--- src/rtl/sdc_write_sched_if.sv ---
// Handshake and bus bundle between the SD write scheduler and its environment.
// master = scheduler side, slave = source / SD engine / controller side.
interface sdc_write_sched_if;
  logic        start;
  logic [31:0] start_block;
  logic [15:0] n_blocks;
  logic [7:0]  byte_in;
  logic        byte_valid;
  logic        byte_ready;
  logic        cmd_valid;
  logic [31:0] cmd_addr;
  logic        cmd_ready;
  logic [7:0]  wr_byte;
  logic        wr_valid;
  logic        wr_ready;
  logic        blk_done;
  logic        blk_err;
  logic        busy;
  logic        done;
  logic        err;
  logic [15:0] blocks_left;

  modport master (
    input  start, start_block, n_blocks, byte_in, byte_valid, cmd_ready, wr_ready,
           blk_done, blk_err,
    output byte_ready, cmd_valid, cmd_addr, wr_byte, wr_valid, busy, done, err, blocks_left
  );

  modport slave (
    output start, start_block, n_blocks, byte_in, byte_valid, cmd_ready, wr_ready,
           blk_done, blk_err,
    input  byte_ready, cmd_valid, cmd_addr, wr_byte, wr_valid, busy, done, err, blocks_left
  );
endinterface

--- src/rtl/sdc_write_sched.sv ---
// Multi-block SD write scheduler: issues one write command per block and streams its bytes.
// Optional WAIT timeout enabled by defining SDC_WRITE_TIMEOUT_EN.
//
// state  | meaning
// IDLE   | waiting for start
// CMD    | single-block write command offered to the SD engine
// DATA   | byte pass-through until BLOCK_BYTES transferred
// WAIT   | waiting for the engine's block result
// FIN    | one-cycle finish, done pulses if no error
module sdc_write_sched #(
  parameter int BLOCK_BYTES = 512,
  parameter int TIMEOUT_CYC = 65535
) (
  input logic                clk,
  input logic                reset,
  sdc_write_sched_if.master  bus
);

  typedef enum logic [2:0] {S_IDLE, S_CMD, S_DATA, S_WAIT, S_FIN} state_t;

  if (BLOCK_BYTES < 1 || BLOCK_BYTES > 1023 || TIMEOUT_CYC < 1 || TIMEOUT_CYC > 65535)
  begin : g_param_chk
    $error("sdc_write_sched: BLOCK_BYTES or TIMEOUT_CYC out of range");
  end

  localparam logic [9:0] LAST_BYTE = 10'(BLOCK_BYTES - 1);

  state_t      state;
  logic [31:0] cur_addr;
  logic [15:0] blocks_left_q;
  logic [9:0]  byte_cnt;
  logic        err_q;
  logic        in_data;
  logic        xfer;

`ifdef SDC_WRITE_TIMEOUT_EN
  localparam logic [15:0] TMO_LAST = 16'(TIMEOUT_CYC - 1);
  logic [15:0] tmo_cnt;
`endif

  assign in_data = (state == S_DATA);
  assign xfer    = in_data && bus.byte_valid && bus.wr_ready;

  always_ff @(posedge clk or posedge reset) begin
    if (reset) begin
      state         <= S_IDLE;
      cur_addr      <= '0;
      blocks_left_q <= '0;
      byte_cnt      <= '0;
      err_q         <= 1'b0;
`ifdef SDC_WRITE_TIMEOUT_EN
      tmo_cnt       <= '0;
`endif
    end else begin
      case (state)
        S_IDLE: begin
          if (bus.start) begin
            cur_addr      <= bus.start_block;
            blocks_left_q <= bus.n_blocks;
            err_q         <= 1'b0;
            state         <= (bus.n_blocks == 16'd0) ? S_FIN : S_CMD;
          end
        end
        S_CMD: begin
          if (bus.cmd_ready) begin
            byte_cnt <= '0;
            state    <= S_DATA;
          end
        end
        S_DATA: begin
          if (xfer) begin
            byte_cnt <= byte_cnt + 10'd1;
            if (byte_cnt == LAST_BYTE) begin
              state <= S_WAIT;
`ifdef SDC_WRITE_TIMEOUT_EN
              tmo_cnt <= '0;
`endif
            end
          end
        end
        S_WAIT: begin
          // An error on the same cycle as blk_done takes priority; blocks_left is kept.
          if (bus.blk_err) begin
            err_q <= 1'b1;
            state <= S_FIN;
          end else if (bus.blk_done) begin
            blocks_left_q <= blocks_left_q - 16'd1;
            cur_addr      <= cur_addr + 32'd1;
            state         <= (blocks_left_q == 16'd1) ? S_FIN : S_CMD;
          end
`ifdef SDC_WRITE_TIMEOUT_EN
          else if (tmo_cnt == TMO_LAST) begin
            err_q <= 1'b1;
            state <= S_FIN;
          end else begin
            tmo_cnt <= tmo_cnt + 16'd1;
          end
`endif
        end
        S_FIN:   state <= S_IDLE;
        default: state <= S_IDLE;
      endcase
    end
  end

  assign bus.busy        = (state != S_IDLE);
  assign bus.cmd_valid   = (state == S_CMD);
  assign bus.cmd_addr    = cur_addr;
  assign bus.wr_byte     = in_data ? bus.byte_in : 8'h00;
  assign bus.wr_valid    = in_data && bus.byte_valid;
  assign bus.byte_ready  = in_data && bus.wr_ready;
  assign bus.done        = (state == S_FIN) && !err_q;
  assign bus.err         = err_q;
  assign bus.blocks_left = blocks_left_q;

endmodule

--- src/flat_wrapper.sv ---
// flat-port wrapper written by rule: the top's interface ports become plain ports
module sdc_write_sched_flat 
#(
  parameter int BLOCK_BYTES = 512,
  parameter int TIMEOUT_CYC = 65535
)
  (clk, reset, bus_start, bus_start_block, bus_n_blocks, bus_byte_in, bus_byte_valid, bus_cmd_ready, bus_wr_ready, bus_blk_done, bus_blk_err, bus_byte_ready, bus_cmd_valid, bus_cmd_addr, bus_wr_byte, bus_wr_valid, bus_busy, bus_done, bus_err, bus_blocks_left);
  sdc_write_sched_if bus_i ();
  input logic clk;
  input logic reset;
  input wire logic [$bits(bus_i.start)-1:0] bus_start;
  input wire logic [$bits(bus_i.start_block)-1:0] bus_start_block;
  input wire logic [$bits(bus_i.n_blocks)-1:0] bus_n_blocks;
  input wire logic [$bits(bus_i.byte_in)-1:0] bus_byte_in;
  input wire logic [$bits(bus_i.byte_valid)-1:0] bus_byte_valid;
  input wire logic [$bits(bus_i.cmd_ready)-1:0] bus_cmd_ready;
  input wire logic [$bits(bus_i.wr_ready)-1:0] bus_wr_ready;
  input wire logic [$bits(bus_i.blk_done)-1:0] bus_blk_done;
  input wire logic [$bits(bus_i.blk_err)-1:0] bus_blk_err;
  output wire logic [$bits(bus_i.byte_ready)-1:0] bus_byte_ready;
  output wire logic [$bits(bus_i.cmd_valid)-1:0] bus_cmd_valid;
  output wire logic [$bits(bus_i.cmd_addr)-1:0] bus_cmd_addr;
  output wire logic [$bits(bus_i.wr_byte)-1:0] bus_wr_byte;
  output wire logic [$bits(bus_i.wr_valid)-1:0] bus_wr_valid;
  output wire logic [$bits(bus_i.busy)-1:0] bus_busy;
  output wire logic [$bits(bus_i.done)-1:0] bus_done;
  output wire logic [$bits(bus_i.err)-1:0] bus_err;
  output wire logic [$bits(bus_i.blocks_left)-1:0] bus_blocks_left;
  assign bus_i.start = bus_start;
  assign bus_i.start_block = bus_start_block;
  assign bus_i.n_blocks = bus_n_blocks;
  assign bus_i.byte_in = bus_byte_in;
  assign bus_i.byte_valid = bus_byte_valid;
  assign bus_i.cmd_ready = bus_cmd_ready;
  assign bus_i.wr_ready = bus_wr_ready;
  assign bus_i.blk_done = bus_blk_done;
  assign bus_i.blk_err = bus_blk_err;
  assign bus_byte_ready = bus_i.byte_ready;
  assign bus_cmd_valid = bus_i.cmd_valid;
  assign bus_cmd_addr = bus_i.cmd_addr;
  assign bus_wr_byte = bus_i.wr_byte;
  assign bus_wr_valid = bus_i.wr_valid;
  assign bus_busy = bus_i.busy;
  assign bus_done = bus_i.done;
  assign bus_err = bus_i.err;
  assign bus_blocks_left = bus_i.blocks_left;
  sdc_write_sched #(.BLOCK_BYTES(BLOCK_BYTES), .TIMEOUT_CYC(TIMEOUT_CYC)) u_core (.clk(clk), .reset(reset), .bus(bus_i));
endmodule
--- config.mk ---
export PLATFORM = sky130hd
export DESIGN_NAME = sdc_write_sched_flat
export DESIGN_NICKNAME = d
export VERILOG_FILES = /design/src/rtl/sdc_write_sched_if.sv /design/src/rtl/sdc_write_sched.sv /design/src/flat_wrapper.sv
export SDC_FILE = /design/constraint.sdc
export NUM_CORES = 1
export LEC_CHECK = 0
export ABC_CLOCK_PERIOD_IN_PS = 5800
export BUFFER_PORTS_ARGS = -buffer_cell sky130_fd_sc_hd__clkbuf_2
export CORE_MARGIN = 4
export CORE_UTILIZATION = 40
export CTS_CLUSTER_DIAMETER = 100
export DETAILED_ROUTE_END_ITERATION = 10
export PLACE_DENSITY = 0.67
export SETUP_SLACK_MARGIN = 0.3
export SKIP_CTS_REPAIR_TIMING = 1
export SLEW_MARGIN = 15
export SYNTH_ARGS = -nofsm -noshare
export SYNTH_HDL_FRONTEND = slang
export SYNTH_SLANG_ARGS = --single-unit
export TNS_END_PERCENT = 20
--- constraint.sdc ---
create_clock -name clk -period 5.8 [get_ports clk]
set_clock_uncertainty 0.05 [all_clocks]
set_input_delay 0 -clock clk [delete_from_list [all_inputs] [get_ports clk]]
set_output_delay 0 -clock clk [all_outputs]
set_load 0.01 [all_outputs]
== Yosys cells after proc, flatten, opt, wreduce, memory -nomap -nowiden ==
Index checks and enable logic that the tools add are counted.

* Equality and inequality tests: 14
* Reductions and logical operators: 14
* Add/subtract/negate cells: 3
* Muxes and demuxes: 24

{| class="wikitable"
|+ Operators by type and width
! operator !! number
|-
| two-way mux 32 bit || 3
|-
| one-hot mux 32 bit (2 select lines) || 1
|-
| two-way mux 16 bit || 3
|-
| adder 32 x 1 -> 32 bit (second input constant) || 1
|-
| one-hot mux 16 bit (2 select lines) || 1
|-
| two-way mux 3 bit || 8
|-
| two-way mux 10 bit || 2
|-
| one-hot mux 10 bit (2 select lines) || 1
|-
| equality test 16 x 1 -> 1 bit (second input constant) || 1
|-
| zero test 16 bit || 1
|-
| subtractor 16 x 1 -> 16 bit (second input constant) || 1
|-
| inequality test 2 bit (second input constant) || 7
|-
| one-hot mux 3 bit (4 select lines) || 1
|-
| adder 10 x 1 -> 10 bit (second input constant) || 1
|-
| equality test 10 x 9 -> 1 bit (second input constant) || 1
|-
| two-way mux 8 bit || 1
|-
| equality test 3 x 2 -> 1 bit (second input constant) || 2
|-
| AND reduction 3 bit || 2
|-
| AND reduction 5 bit || 1
|-
| logical AND 1 bit || 4
|-
| AND reduction 4 bit || 1
|-
| nonzero test 2 bit || 2
|-
| equality test 3 x 1 -> 1 bit (second input constant) || 1
|-
| equality test 3 bit (second input constant) || 1
|-
| 6 further kinds || 7
|}

* Register bits: 62
* Bits of input ports: 64
* Output and inout port bits: 62

== Depth between registers and ports, before layout ==
Gate-level depths: netlist of run 1.

* Depth after elaboration: 5
* Gate-level depth with buffers: 8

== Least setup slack after synthesis of run 1 ==
No wires, ideal clock.

* Path type: reg2reg
* Start point: register u_core.cur_addr[3] (netlist: u_core.bus.cmd_addr[3])
* End point: register u_core.cur_addr[18] (netlist: u_core.bus.cmd_addr[18])
* Path buffers: 2
* Slack: 3794 ps
* Cell stages (with the launch flop): 8
* Data arrival time: 1819 ps
* Clock period less this slack: 2006 ps
* Cells stage by stage: dfrtp_1 -> buf_2 -> nand4_2 -> or4_1 -> buf_2 -> or3_1 -> o21ai_1 -> a21oi_1

* Cells in the longest elaborated chain, start to end: 4

{| class="wikitable"
|+ Ends and longest elaborated chain
! element !! RTL line !! source
|-
| from (decl) || sdc_write_sched.sv:29 || <nowiki>logic [31:0] cur_addr;</nowiki>
|-
| from (signal assigned) || sdc_write_sched.sv:58 || <nowiki>cur_addr <= bus.start_block;</nowiki>
|-
| from (signal assigned) || sdc_write_sched.sv:88 || <nowiki>cur_addr <= cur_addr + 32'd1;</nowiki>
|-
| adder 32 x 1 -> 32 bit || sdc_write_sched.sv:88 ||
|-
| two-way mux 32 bit || sdc_write_sched.sv:86 || <nowiki>end else if (bus.blk_done) begin</nowiki>
|-
| two-way mux 32 bit || sdc_write_sched.sv:83 || <nowiki>if (bus.blk_err) begin</nowiki>
|-
| one-hot mux 32 bit (2 select lines) || sdc_write_sched.sv:55 || <nowiki>case (state)</nowiki>
|}

No other way between the ends. The select of a mux whose other input is x is not followed.
A chain may end at the register's enable or synchronous reset.

== Worst setup path in the final report of run 1 ==
* Start point: register u_core.state[1]
* End point: register u_core.blocks_left_q[14] (netlist: u_core.bus.blocks_left[14])

* Cells in the longest elaborated chain, start to end: 3
* Elaborated cells on any way between the ends: 8
* Classes of those cells: 4 x eq/ne; 1 x mux; 3 x reduce/logical

{| class="wikitable"
|+ Ends and longest elaborated chain
! element !! RTL line !! source
|-
| from (decl) || sdc_write_sched.sv:28 || <nowiki>state_t state;</nowiki>
|-
| from (signal assigned) || sdc_write_sched.sv:61 || <nowiki>state <= (bus.n_blocks == 16'd0) ? S_FIN : S_CMD;</nowiki>
|-
| from (signal assigned) || sdc_write_sched.sv:89 || <nowiki>state <= (blocks_left_q == 16'd1) ? S_FIN : S_CMD;</nowiki>
|-
| equality test 3 x 2 -> 1 bit or zero test 3 bit (tied branches) || sdc_write_sched.sv:55 ||
|-
| inequality test 2 bit (no source line) or nonzero test 2 bit (tied branches) || -- ||
|-
| AND reduction 4 bit (no source line) || -- ||
|-
| to (signal assigned) || sdc_write_sched.sv:59 || <nowiki>blocks_left_q <= bus.n_blocks;</nowiki>
|-
| to (signal assigned) || sdc_write_sched.sv:87 || <nowiki>blocks_left_q <= blocks_left_q - 16'd1;</nowiki>
|-
| to (decl) || sdc_write_sched.sv:30 || <nowiki>logic [15:0] blocks_left_q;</nowiki>
|}

Parallel ways exist; a longest one is shown, timed or not.

==> results of run 1 <==
-- worst max path at each step --
stage,start,to,slack (ns)
CTS,u_core.state[1],u_core.bus.blocks_left[14],3.21
floorplan,u_core.bus.cmd_addr[3],u_core.bus.cmd_addr[18],3.79
global placement,u_core.state[1],u_core.bus.blocks_left[14],3.31
finish,u_core.state[1],u_core.bus.blocks_left[14],3.21
detailed placement,u_core.state[1],u_core.bus.blocks_left[14],3.22
global route,u_core.state[1],u_core.bus.cmd_addr[24],3.02
-- stage by stage --
stage / util [%] / instance area (sq um) / power (mW) / hold WS, ns / setup slack [ns]
2_1_floorplan: - / 3950 / 1.66 / 0.0827 / 3.79
3_3_place_gp: 48.1 / 4660 / 2.05 / 0.195 / 3.31
3_5_place_dp: 48.1 / 4660 / 2.09 / 0.197 / 3.22
4_1_cts: 49.8 / 4830 / 2.43 / -0.163 / 3.21
5_1_grt: 54.1 / 5240 / 2.65 / 0.00465 / 3.02
6_report: 54.1 / 5240 / 2.44 / -0.0312 / 3.21
-- routing by layer --
metal	track usage [%]	wire length (um)
met1	27.8	5270
met2	32.7	6050
met3	4.44	817
met4	5.77	189
met5	0	0
-- logic make-up (layout without fill, tap and decap cells) --
| kind of cell | after synthesis | in the layout | synth area share (%) |
|---|---|---|---|
| XOR/XNOR | 4 | 4 | 0.887 |
| AND/OR/NAND/NOR | 224 | 224 | 29.6 |
| AO/OA/AOI/OAI | 160 | 160 | 24.3 |
| buffers and inverters | 46 | 199 | 4.49 |
| adder cells (fa/ha/maj) | 4 | 4 | 1.27 |
| multiplexers | 1 | 1 | 0.253 |
| flip-flops | 62 | 62 | 39.3 |
-- power by group through the flow --
stage          clock, mW  combinational (mW)  sequential, mW
6_report           0.333                1.20           0.910
3_3_place_gp           0                1.15           0.903
4_1_cts            0.343                1.18           0.904
5_1_grt            0.362                1.34           0.949
2_1_floorplan          0               0.768           0.889
3_5_place_dp           0                1.18           0.911
-- sequential cells by signal, summed over array words and instances, names as in the netlist --
signal	flops
u_core.bus.cmd_addr	32
u_core.bus.blocks_left	16
u_core.byte_cnt	10
u_core.state	3
u_core.bus.err	1
-- worst max-delay path: stages, from the launching register on --
cell and delay, ns:
dfrtp_1 0.54, or3b_1 0.48, a21o_1 0.44, buf_4 0.35
or4_1 0.55, nand4_1 0.10
-- area by class of cell --
type                            instances  area [sq um]
Clock buffer                           12           145
Clock inverter                          4          22.5
Fill cell                             912          4450
Inverter                               12          45.0
Multi-Input combinational cell        393          2230
Sequential cell                        62          1550
Tap cell                              133           166
Timing Repair Buffer                  171          1070
-- placed cells by master (no fill, tap or decap), types with 3 or more instances in the layout --
master,n
clkinv_2,3
nand4_1,14
nand3_1,29
buf_4,5
a21o_1,4
o21ai_0,22
nor3_1,14
a21oi_1,51
nor2_1,53
and2_1,12
nor4_1,10
o22a_1,3
nand2b_1,3
o21ai_1,26
clkbuf_8,10
and4_1,7
a31oi_1,9
nor4b_1,3
xnor2_1,3
o22ai_1,11
a22oi_1,6
a211oi_1,5
inv_1,11
dfrtp_1,62
nand2_1,48
and3_1,8
clkbuf_2,125
or3_1,7
or4_1,5
dlygate4sd3_1,41
a2bb2oi_1,6
ha_1,4
==> impl_results.rst, run 1 <==
.. list-table::
   :header-rows: 1

   * - Metric
     - Value
   * - Setup Total Neg Slack
     - 0 ns
   * - Clock latency of the later-clocked register in the worst-skew pair
     - 0.33 ns
   * - Slew Limit Fails
     - 0
   * - Die footprint
     - 0.0115 sq mm
   * - Weighted congestion at the end of routability-driven global placement
     - 0.852
   * - Number of nets in the synthesized netlist
     - 569
   * - Cell at the root of the clock tree
     - clkbuf_8
   * - Overall Global Routing Usage
     - 20.4%
   * - Clock-pin slew of the registers on the worst-case setup and hold paths
     - 0.07 ns
   * - Net switching power figure
     - 1.17 mW
   * - Switching power share of the total
     - 48.0%
   * - Power share of the combinational group
     - 49.1%
   * - Violated checks
     - negative hold slack
   * - Pwr/cell area
     - 466 mW/mm^2
   * - Count of mapped cells out of synthesis
     - 501
   * - Sum of net half-perimeters after detailed placement
     - 8440 um
   * - Achievable clock frequency
     - 386 MHz
   * - Remaining global-route overflow
     - 0
   * - Relative slew slack
     - 46.7%
   * - R2R Setup Slk
     - 3.21 ns
   * - Slew at the pin closest to its max-slew limit
     - 0.799 ns
   * - IO Port Bufs
     - 125
   * - Leak
     - 2.30 nW
   * - Number of placed cells counting well taps
     - 730
   * - DRC violations left
     - 0
   * - CTS sink count
     - 62
   * - Warnings, synthesis
     - 0
   * - Most area-consuming cells after synthesis
     - dfrtp_1, a21oi_1, nor2_1
   * - Startpoint of the lowest-slack hold path
     - bus_n_blocks[4]
   * - Worst setup SP type
     - register
   * - Maximum number of pins on one net before global-route repair
     - 68
   * - # Max-Cap Violations
     - 0
   * - Clock tree from TritonCTS
     - built
   * - Number of distinct library cell variants in the gate-level netlist after synthesis
     - 56
   * - Mean routed wirelength per cell
     - 15.7 um
   * - Most frequent cell after synthesis
     - dfrtp_1
   * - Fraction of registers with async set/reset
     - 100%
   * - Floorplan core area
     - 0.00968 sq mm
   * - Finish-stage setup viols
     - 0
   * - Cts bufs inserted
     - 9
   * - Detailed Route Iter0 Violations
     - 258
   * - Worst reg2reg endpoint
     - u_core.bus.blocks_left[14]
   * - Inserted Diodes
     - 0
   * - Post-synthesis sequential area ratio
     - 39.3%
   * - Vias in the first global route
     - 3916
   * - Total routed wirelength
     - 12300 um
   * - Run status
     - finished, violations left
   * - Number of stages on the worst hold path
     - 4
   * - Avg Synthesized Cell Area
     - 7.89 sq um
   * - Starting density of the core
     - 40.8%
   * - Final antenna-violating net count
     - 0
   * - Horizontal die dimension
     - 107 um
   * - Internal power component
     - 1.27 mW
   * - Clock power frac
     - 13.6%
   * - Post-layout minimum cycle time
     - 2.59 ns
   * - Clock buffer depth
     - 2
   * - Worst reg2reg path depth
     - 5
   * - Wire length of the first global-routing pass
     - 19100 um
   * - Number of levels in the clock H-tree
     - 3
   * - Crit path required time
     - 6.02 ns
   * - Post-synth design cell area
     - 0.00395 sq mm
   * - Count of flip-flops with a built-in enable after synthesis
     - 0
   * - Synth top area share
     - 39.3%
   * - Kind of critical path
     - register to register
   * - Vertical die dimension
     - 107 um
   * - Number of antenna violations at the first check in global routing
     - 0
   * - Flop and latch count out of synthesis
     - 62
   * - Routed vias/inst
     - 5.63
   * - Synth cell count leaders
     - dfrtp_1, nor2_1, a21oi_1, nand2_1
   * - Fin cells
     - 787
   * - Number of failing hold endpoints at the final stage
     - 4
   * - Type of the worst min-delay path
     - input port to register
   * - Largest vdd supply drop
     - 0.000241 V
   * - Hold worst-path end
     - u_core.bus.blocks_left[4]
   * - Highest fanout seen on the critical path
     - 31
   * - Synthesis-to-layout area growth
     - 32.5%
   * - Final net count
     - 717
   * - Data arrival, critical path
     - 2.81 ns
   * - Site Rows
     - 36
   * - Reg-to-reg critical path startpoint
     - u_core.state[1]
   * - Unrepaired setup endpoints after global routing
     - no
   * - I/O pin cnt
     - 126
   * - Proportion of power drawn by flip-flops and latches
     - 37.3%
   * - Largest area contributor in the synthesized netlist
     - dfrtp_1
   * - Hold slack final
     - -0.0312 ns
   * - Leading register cell type out of synthesis
     - dfrtp_1
   * - Critical Path End Type
     - register
   * - Final period utilization
     - 44.7%
   * - Number of iterations in the first detailed-routing pass
     - 5
   * - Fraction of layout cells with a size suffix above 1
     - 23.2%
   * - Count of vias placed by the detailed router
     - 4434
Note: power is estimated with default switching activity, not from simulation.
==> run 2, diff against run 1 <==
ABC_AREA = 1   (was unset)
ABC_CLOCK_PERIOD_IN_PS = 2160   (was 5800)
PLACE_DENSITY = 0.68   (was 0.67)
clock period = 2.16 ns   (was 5.8 ns; I/O delays follow)
==> impl_results.rst, run 2 <==
.. list-table::
   :header-rows: 1

   * - Metric
     - Value
   * - Count of vias placed by the detailed router
     - 5129
   * - Count of mapped cells out of synthesis
     - 764
   * - Wire length of the first global-routing pass
     - 22600 um
   * - Maximum number of pins on one net before global-route repair
     - 47
   * - Final net count
     - 972
   * - Total placed instance area
     - 0.00535 sq mm
   * - Remaining global-route overflow
     - 0
   * - Vertical die dimension
     - 115 um
   * - Detailed Route Iter0 Violations
     - 390
   * - Inserted Diodes
     - 0
   * - Most used cells in the layout excluding fill and tap cells
     - nand2_1, nor2_1, clkbuf_2
   * - Mean routed wirelength per cell
     - 12.9 um
   * - Most frequent cell after synthesis
     - nand2_1
   * - Flop and latch count out of synthesis
     - 62
   * - CTS sink count
     - 62
   * - Overall Global Routing Usage
     - 21.1%
   * - Total routed wirelength
     - 13500 um
   * - Clock buffer depth
     - 2
   * - Number of iterations in the first detailed-routing pass
     - 5
   * - Number of antenna violations at the first check in global routing
     - 0
   * - Clock latency of the later-clocked register in the worst-skew pair
     - 0.33 ns
   * - Synthesis-to-layout area growth
     - 28.2%
   * - Worst reg2reg endpoint
     - u_core.state[1]
   * - Fraction of layout cells with a size suffix above 1
     - 19.5%
   * - Largest area contributor in the synthesized netlist
     - dfrtp_1
   * - Count of flip-flops with a built-in enable after synthesis
     - 0
   * - Number of failing hold endpoints at the final stage
     - 28
   * - Violated checks
     - negative hold slack
   * - Hold worst-path end
     - u_core.bus.cmd_addr[29]
   * - Number of levels in the clock H-tree
     - 3
   * - Setup Total Neg Slack
     - 0 ns
   * - Post-synthesis sequential area ratio
     - 33.8%
   * - Data arrival, critical path
     - 1.90 ns
   * - I/O pin cnt
     - 126
   * - Achievable clock frequency
     - 577 MHz
   * - Area of all placed cells without fillers
     - 0.00588 sq mm
   * - Largest vdd supply drop
     - 0.000573 V
   * - Crit path required time
     - 2.33 ns
   * - Post-synth design cell area
     - 0.00459 sq mm
   * - Finish-stage setup viols
     - 0
   * - Type of the worst min-delay path
     - input port to register
   * - Final period utilization
     - 80.2%
   * - Avg Synthesized Cell Area
     - 6.00 sq um
   * - Number of stages on the worst hold path
     - 5
   * - Critical Path End Type
     - register
   * - Routed vias/inst
     - 4.89
   * - Number of nets in the synthesized netlist
     - 832
   * - Relative slew slack
     - 68.6%
   * - Die footprint
     - 0.0132 sq mm
   * - Sum of net half-perimeters after detailed placement
     - 10100 um
   * - Starting density of the core
     - 41.6%
   * - IO Port Bufs
     - 125
   * - R2R Setup Slk
     - 0.43 ns
   * - Unrepaired setup endpoints after global routing
     - yes
   * - Final antenna-violating net count
     - 0
   * - Site Rows
     - 38
   * - Post-layout minimum cycle time
     - 1.73 ns
   * - Worst reg2reg path depth
     - 10
   * - Reg-to-reg critical path startpoint
     - u_core.byte_cnt[0]
   * - Cts bufs inserted
     - 9
   * - Warnings, synthesis
     - 0
   * - Worst setup SP type
     - register
   * - Weighted congestion at the end of routability-driven global placement
     - 0.896
   * - Clock tree from TritonCTS
     - built
   * - Cell at the root of the clock tree
     - clkbuf_16
   * - Horizontal die dimension
     - 115 um
   * - Hold slack final
     - -0.0469 ns
   * - Highest fanout seen on the critical path
     - 6
   * - Most frequent standard cell in the layout excluding fill and tap cells
     - nand2_1
   * - Pwr/cell area
     - 1280 mW/mm^2
   * - Floorplan core area
     - 0.0110 sq mm
   * - Leak
     - 2.97 nW
   * - Vias in the first global route
     - 4766
   * - Run status
     - finished, violations left
   * - Slew at the pin closest to its max-slew limit
     - 0.471 ns
   * - Most area-consuming cells after synthesis
     - dfrtp_1, nand2_1, nor2_1
   * - Flip-flop count of the largest register, all copies and words added
     - 32
   * - Synth top area share
     - 33.8%
   * - # Max-Cap Violations
     - 0
   * - Fraction of registers with async set/reset
     - 100%
   * - Synth cell count leaders
     - nand2_1, nor2_1, inv_1, nand3_1, dfrtp_1
   * - Slew Limit Fails
     - 0
   * - DRC violations left
     - 0
   * - Kind of critical path
     - register to register
   * - Clock-pin slew of the registers on the worst-case setup and hold paths
     - 0.06 ns
   * - Startpoint of the lowest-slack hold path
     - bus_start_block[29]
   * - Leading register cell type out of synthesis
     - dfrtp_1
   * - Core utilization of the finished layout
     - 53.3%
   * - Number of distinct library cell variants in the gate-level netlist after synthesis
     - 35
## run 2: changes by cell type in the layout (fill, tap and decap cells not counted), moves of 26 or more
cell / delta
inv_1: +72
a21oi_1: -26
nor2_1: +89
nand2_1: +207
nand3_1: +34
dlygate4sd3_1: -26
## run 2: logic make-up after synthesis
logic type               after synthesis  share of synthesized area [%]
AND/OR/NAND/NOR                      493                           43.7
buffers and inverters                109                           9.98
AO/OA/AOI/OAI                         90                           10.3
flip-flops                            62                           33.8
XOR/XNOR                               6                           1.15
adder cells (fa/ha/maj)                4                           1.09
## run 2: critical path, cell delays in order (launching register included)
cell,delay (ns)
dfrtp_1,0.43
ha_1,0.24
inv_1,0.05
nor2_1,0.25
nand3_1,0.11
nand2_1,0.07
nand2_1,0.05
nor2_1,0.16
nand2_1,0.10
nand2_1,0.07
nand2_1,0.04
## run 2: how the worst max path moves through the flow
stage                           endpoint  slack, ns              startpoint  cells after the start
5_1_grt          u_core.bus.cmd_addr[30]       0.21  u_core.bus.cmd_addr[0]                     10
2_1_floorplan  u_core.bus.blocks_left[0]       0.57                   reset                      1
6_report                 u_core.state[1]       0.43      u_core.byte_cnt[0]                     10
4_1_cts          u_core.bus.cmd_addr[18]       0.32  u_core.bus.cmd_addr[1]                     10
3_3_place_gp     u_core.bus.cmd_addr[20]       0.38  u_core.bus.cmd_addr[1]                     10
3_5_place_dp     u_core.bus.cmd_addr[18]       0.35  u_core.bus.cmd_addr[1]                     10
## run 2: final cells by class
cell class | instances | area [sq um]
Clock buffer | 13 | 270
Clock inverter | 3 | 65.1
Fill cell | 1158 | 5150
Inverter | 87 | 329
Multi-Input combinational cell | 593 | 2610
Sequential cell | 62 | 1550
Tap cell | 140 | 175
Timing Repair Buffer | 151 | 878
## run 2: per-stage QoR
step / hold WS (ns) / worst slack (ns) / power (mW) / cells
after floorplan: 0.0371 / 0.569 / 4.64 / 764
after global placement: -0.0650 / 0.383 / 5.85 / 1018
after detailed placement: -0.0607 / 0.352 / 5.86 / 1018
after CTS: -0.415 / 0.323 / 7.54 / 1034
after global routing: 0.000215 / 0.208 / 8.28 / 1049
final: -0.0469 / 0.428 / 7.55 / 1049
## run 2: layer usage
| metal | track usage [%] | wire [um] | vias to the layer above |
|---|---|---|---|
| met5 | 0 | 0 | - |
| met4 | 7.51 | 252 | 0 |
| met3 | 3.37 | 984 | 16 |
| met2 | 34.0 | 6110 | 186 |
| met1 | 28.6 | 6190 | 2248 |
| li1 | - | - | 2679 |
## run 2: power by group
part / leakage (nW) / internal (mW) / total [mW] / switching (mW)
clock network: 0.166 / 1.10 / 1.63 / 0.530
registers: 0.761 / 1.65 / 2.33 / 0.675
logic: 2.04 / 1.30 / 3.59 / 2.30
total: 2.97 / 4.05 / 7.55 / 3.50
==> run 3, diff against run 2 <==
ABC_CLOCK_PERIOD_IN_PS = 1600   (was 2160)
PLACE_DENSITY = 0.66   (was 0.68)
clock period = 1.6 ns   (was 2.16 ns; I/O delays follow)
==> impl_results.rst, run 3 (same netlist as run 2, synthesis figures left out) <==
.. list-table::
   :header-rows: 1

   * - Metric
     - Value
   * - Run status
     - finished, violations left
   * - Violated checks
     - negative hold slack
   * - Number of placed cells counting well taps
     - 1074
   * - Type of the worst min-delay path
     - input port to register
   * - CP Depth
     - 11
   * - Finish-stage setup viols
     - 0
   * - Area of combinational cells with multiple inputs
     - 0.00283 sq mm
   * - Detailed Route Iter0 Violations
     - 499
   * - Worst setup SP type
     - register
   * - Count of vias placed by the detailed router
     - 5412
   * - Family with the most delay on the worst path
     - simple AND/OR/NAND/NOR gates
   * - Maximum number of pins on one net before global-route repair
     - 63
   * - Total routed wirelength
     - 14500 um
   * - Fraction of layout cells with a size suffix above 1
     - 29.9%
   * - Area of all placed cells without fillers
     - 0.00662 sq mm
   * - Number of stages on the worst hold path
     - 5
   * - Filler cell count in the final layout
     - 1066
   * - Inserted Diodes
     - 0
   * - Number of antenna violations at the first check in global routing
     - 0
   * - Register area
     - 0.00156 sq mm
   * - Vias in the first global route
     - 4892
   * - Hold slack final
     - -0.0548 ns
   * - Unrepaired setup endpoints after global routing
     - yes
   * - Clock latency of the later-clocked register in the worst-skew pair
     - 0.33 ns
   * - Final period utilization
     - 98.7%
   * - Crit path required time
     - 1.78 ns
   * - Buffer and inverter count on the worst path
     - 1
   * - Achievable clock frequency
     - 633 MHz
   * - Post-layout minimum cycle time
     - 1.58 ns
   * - Flip-flop count of the largest register, all copies and words added
     - 32
   * - Floorplan core area
     - 0.0110 sq mm
   * - Final net count
     - 1035
   * - Crit path top cell by count
     - nand2_1
   * - Slew at the pin closest to its max-slew limit
     - 0.359 ns
   * - Number of iterations in the first detailed-routing pass
     - 5
   * - Delay contributed by the slowest stage of the critical path
     - 0.36 ns
   * - Final antenna-violating net count
     - 0
   * - Worst reg2reg path depth
     - 11
   * - Mean routed wirelength per cell
     - 13.1 um
   * - # Max-Cap Violations
     - 0
   * - Synthesis-to-layout area growth
     - 44.3%
   * - Clock buffer depth
     - 2
   * - Cts bufs inserted
     - 9
   * - Highest fanout seen on the critical path
     - 5
   * - List of cells traversed by the critical path
     - ha_2 -> nand2_2 -> nor2_4 -> nand2_2 -> nor2_4 -> buf_6 -> nand2_1 -> nand2_1 -> nand3_1 -> nand2_1 -> nand2_1
   * - DRC violations left
     - 0
   * - CTS sink count
     - 62
   * - Remaining global-route overflow
     - 0
   * - Data arrival, critical path
     - 1.75 ns
   * - Wire length of the first global-routing pass
     - 22900 um
   * - Site Rows
     - 38
   * - Horizontal die dimension
     - 115 um
   * - Critical-path top delay cell
     - dfrtp_1
   * - IO Port Bufs
     - 125
   * - Number of levels in the clock H-tree
     - 3
   * - Cell at the root of the clock tree
     - clkbuf_16
   * - Overall Global Routing Usage
     - 21.5%
   * - Largest vdd supply drop
     - 0.00132 V
   * - Total placed instance area
     - 0.00582 sq mm
   * - Clock tree from TritonCTS
     - built
   * - Weighted congestion at the end of routability-driven global placement
     - 0.890
   * - Critical Path End Type
     - register
   * - Number of failing hold endpoints at the final stage
     - 24
   * - Most used cells in the layout excluding fill and tap cells
     - nand2_1, nor2_1, clkbuf_2
   * - I/O pin cnt
     - 126
   * - Die footprint
     - 0.0132 sq mm
   * - Clock-pin slew of the registers on the worst-case setup and hold paths
     - 0.06 ns
   * - Kind of critical path
     - register to register
   * - Slew Limit Fails
     - 0
   * - Starting density of the core
     - 41.6%
   * - Most frequent standard cell in the layout excluding fill and tap cells
     - nand2_1
   * - Pwr/cell area
     - 1730 mW/mm^2
   * - Vertical die dimension
     - 115 um
   * - Routed vias/inst
     - 4.87
   * - Relative slew slack
     - 76.1%
   * - Fin cells
     - 1112
   * - Sum of net half-perimeters after detailed placement
     - 10600 um
   * - Leak
     - 3.30 nW
-- run 3: worst paths after layout --
check                                   startpoint                 endpoint  slack (ns)
setup / recovery            u_core.bus.cmd_addr[1]  u_core.bus.cmd_addr[30]        0.02
hold / removal                  bus_start_block[0]   u_core.bus.cmd_addr[0]       -0.05
setup reg to reg            u_core.bus.cmd_addr[1]  u_core.bus.cmd_addr[30]        0.02
hold reg to reg            u_core.bus.cmd_addr[31]  u_core.bus.cmd_addr[31]        0.49
max in group asynchronous                    reset  u_core.bus.cmd_addr[11]        0.94
min in group asynchronous                    reset  u_core.bus.cmd_addr[29]        0.25
-- run 3: final cells by class --
| cell class | count | area share, % |
|---|---|---|
| flip-flops and latches | 62 | 23.5 |
| clock buffers | 12 | 3.72 |
| repair buffers | 214 | 21.8 |
| inverters | 87 | 5.27 |
| multi-input cells | 593 | 42.8 |
| clock inverters | 4 | 0.340 |
| well taps | 140 | 2.65 |
-- run 3: through the flow --
stage	setup TNS (ns)	power (mW)	setup slack (ns)	util [%]
after detailed placement	-0.524	8.85	-0.107	52.7
after global placement	-0.150	8.79	-0.0545	52.7
after floorplan	0	6.26	0.0213	-
after global routing	-1.08	12.4	-0.0892	60.0
after CTS	-0.784	10.7	-0.121	55.2
final	0	11.4	0.0212	60.0
-- run 3: layer usage --
metal / vias to the layer above / wire length [um] / track usage [%]
li1: 2803 / - / -
met1: 2411 / 6410 / 28.5
met2: 176 / 6940 / 36.0
met3: 22 / 1010 / 4.58
met4: 0 / 178 / 4.93
met5: - / 0 / 0
-- run 3: worst min-delay path, delay by kind of cell --
family | cells | cell delay [ns]
AO/OA/AOI/OAI | 2 | 0.12
AND/OR/NAND/NOR | 2 | 0.09
buffers and inverters | 1 | 0.07
-- run 3: power by group --
group	switching (mW)	internal, mW
registers	0.805	2.24
logic	3.81	2.78
clock network	0.726	1.08
total	5.34	6.10
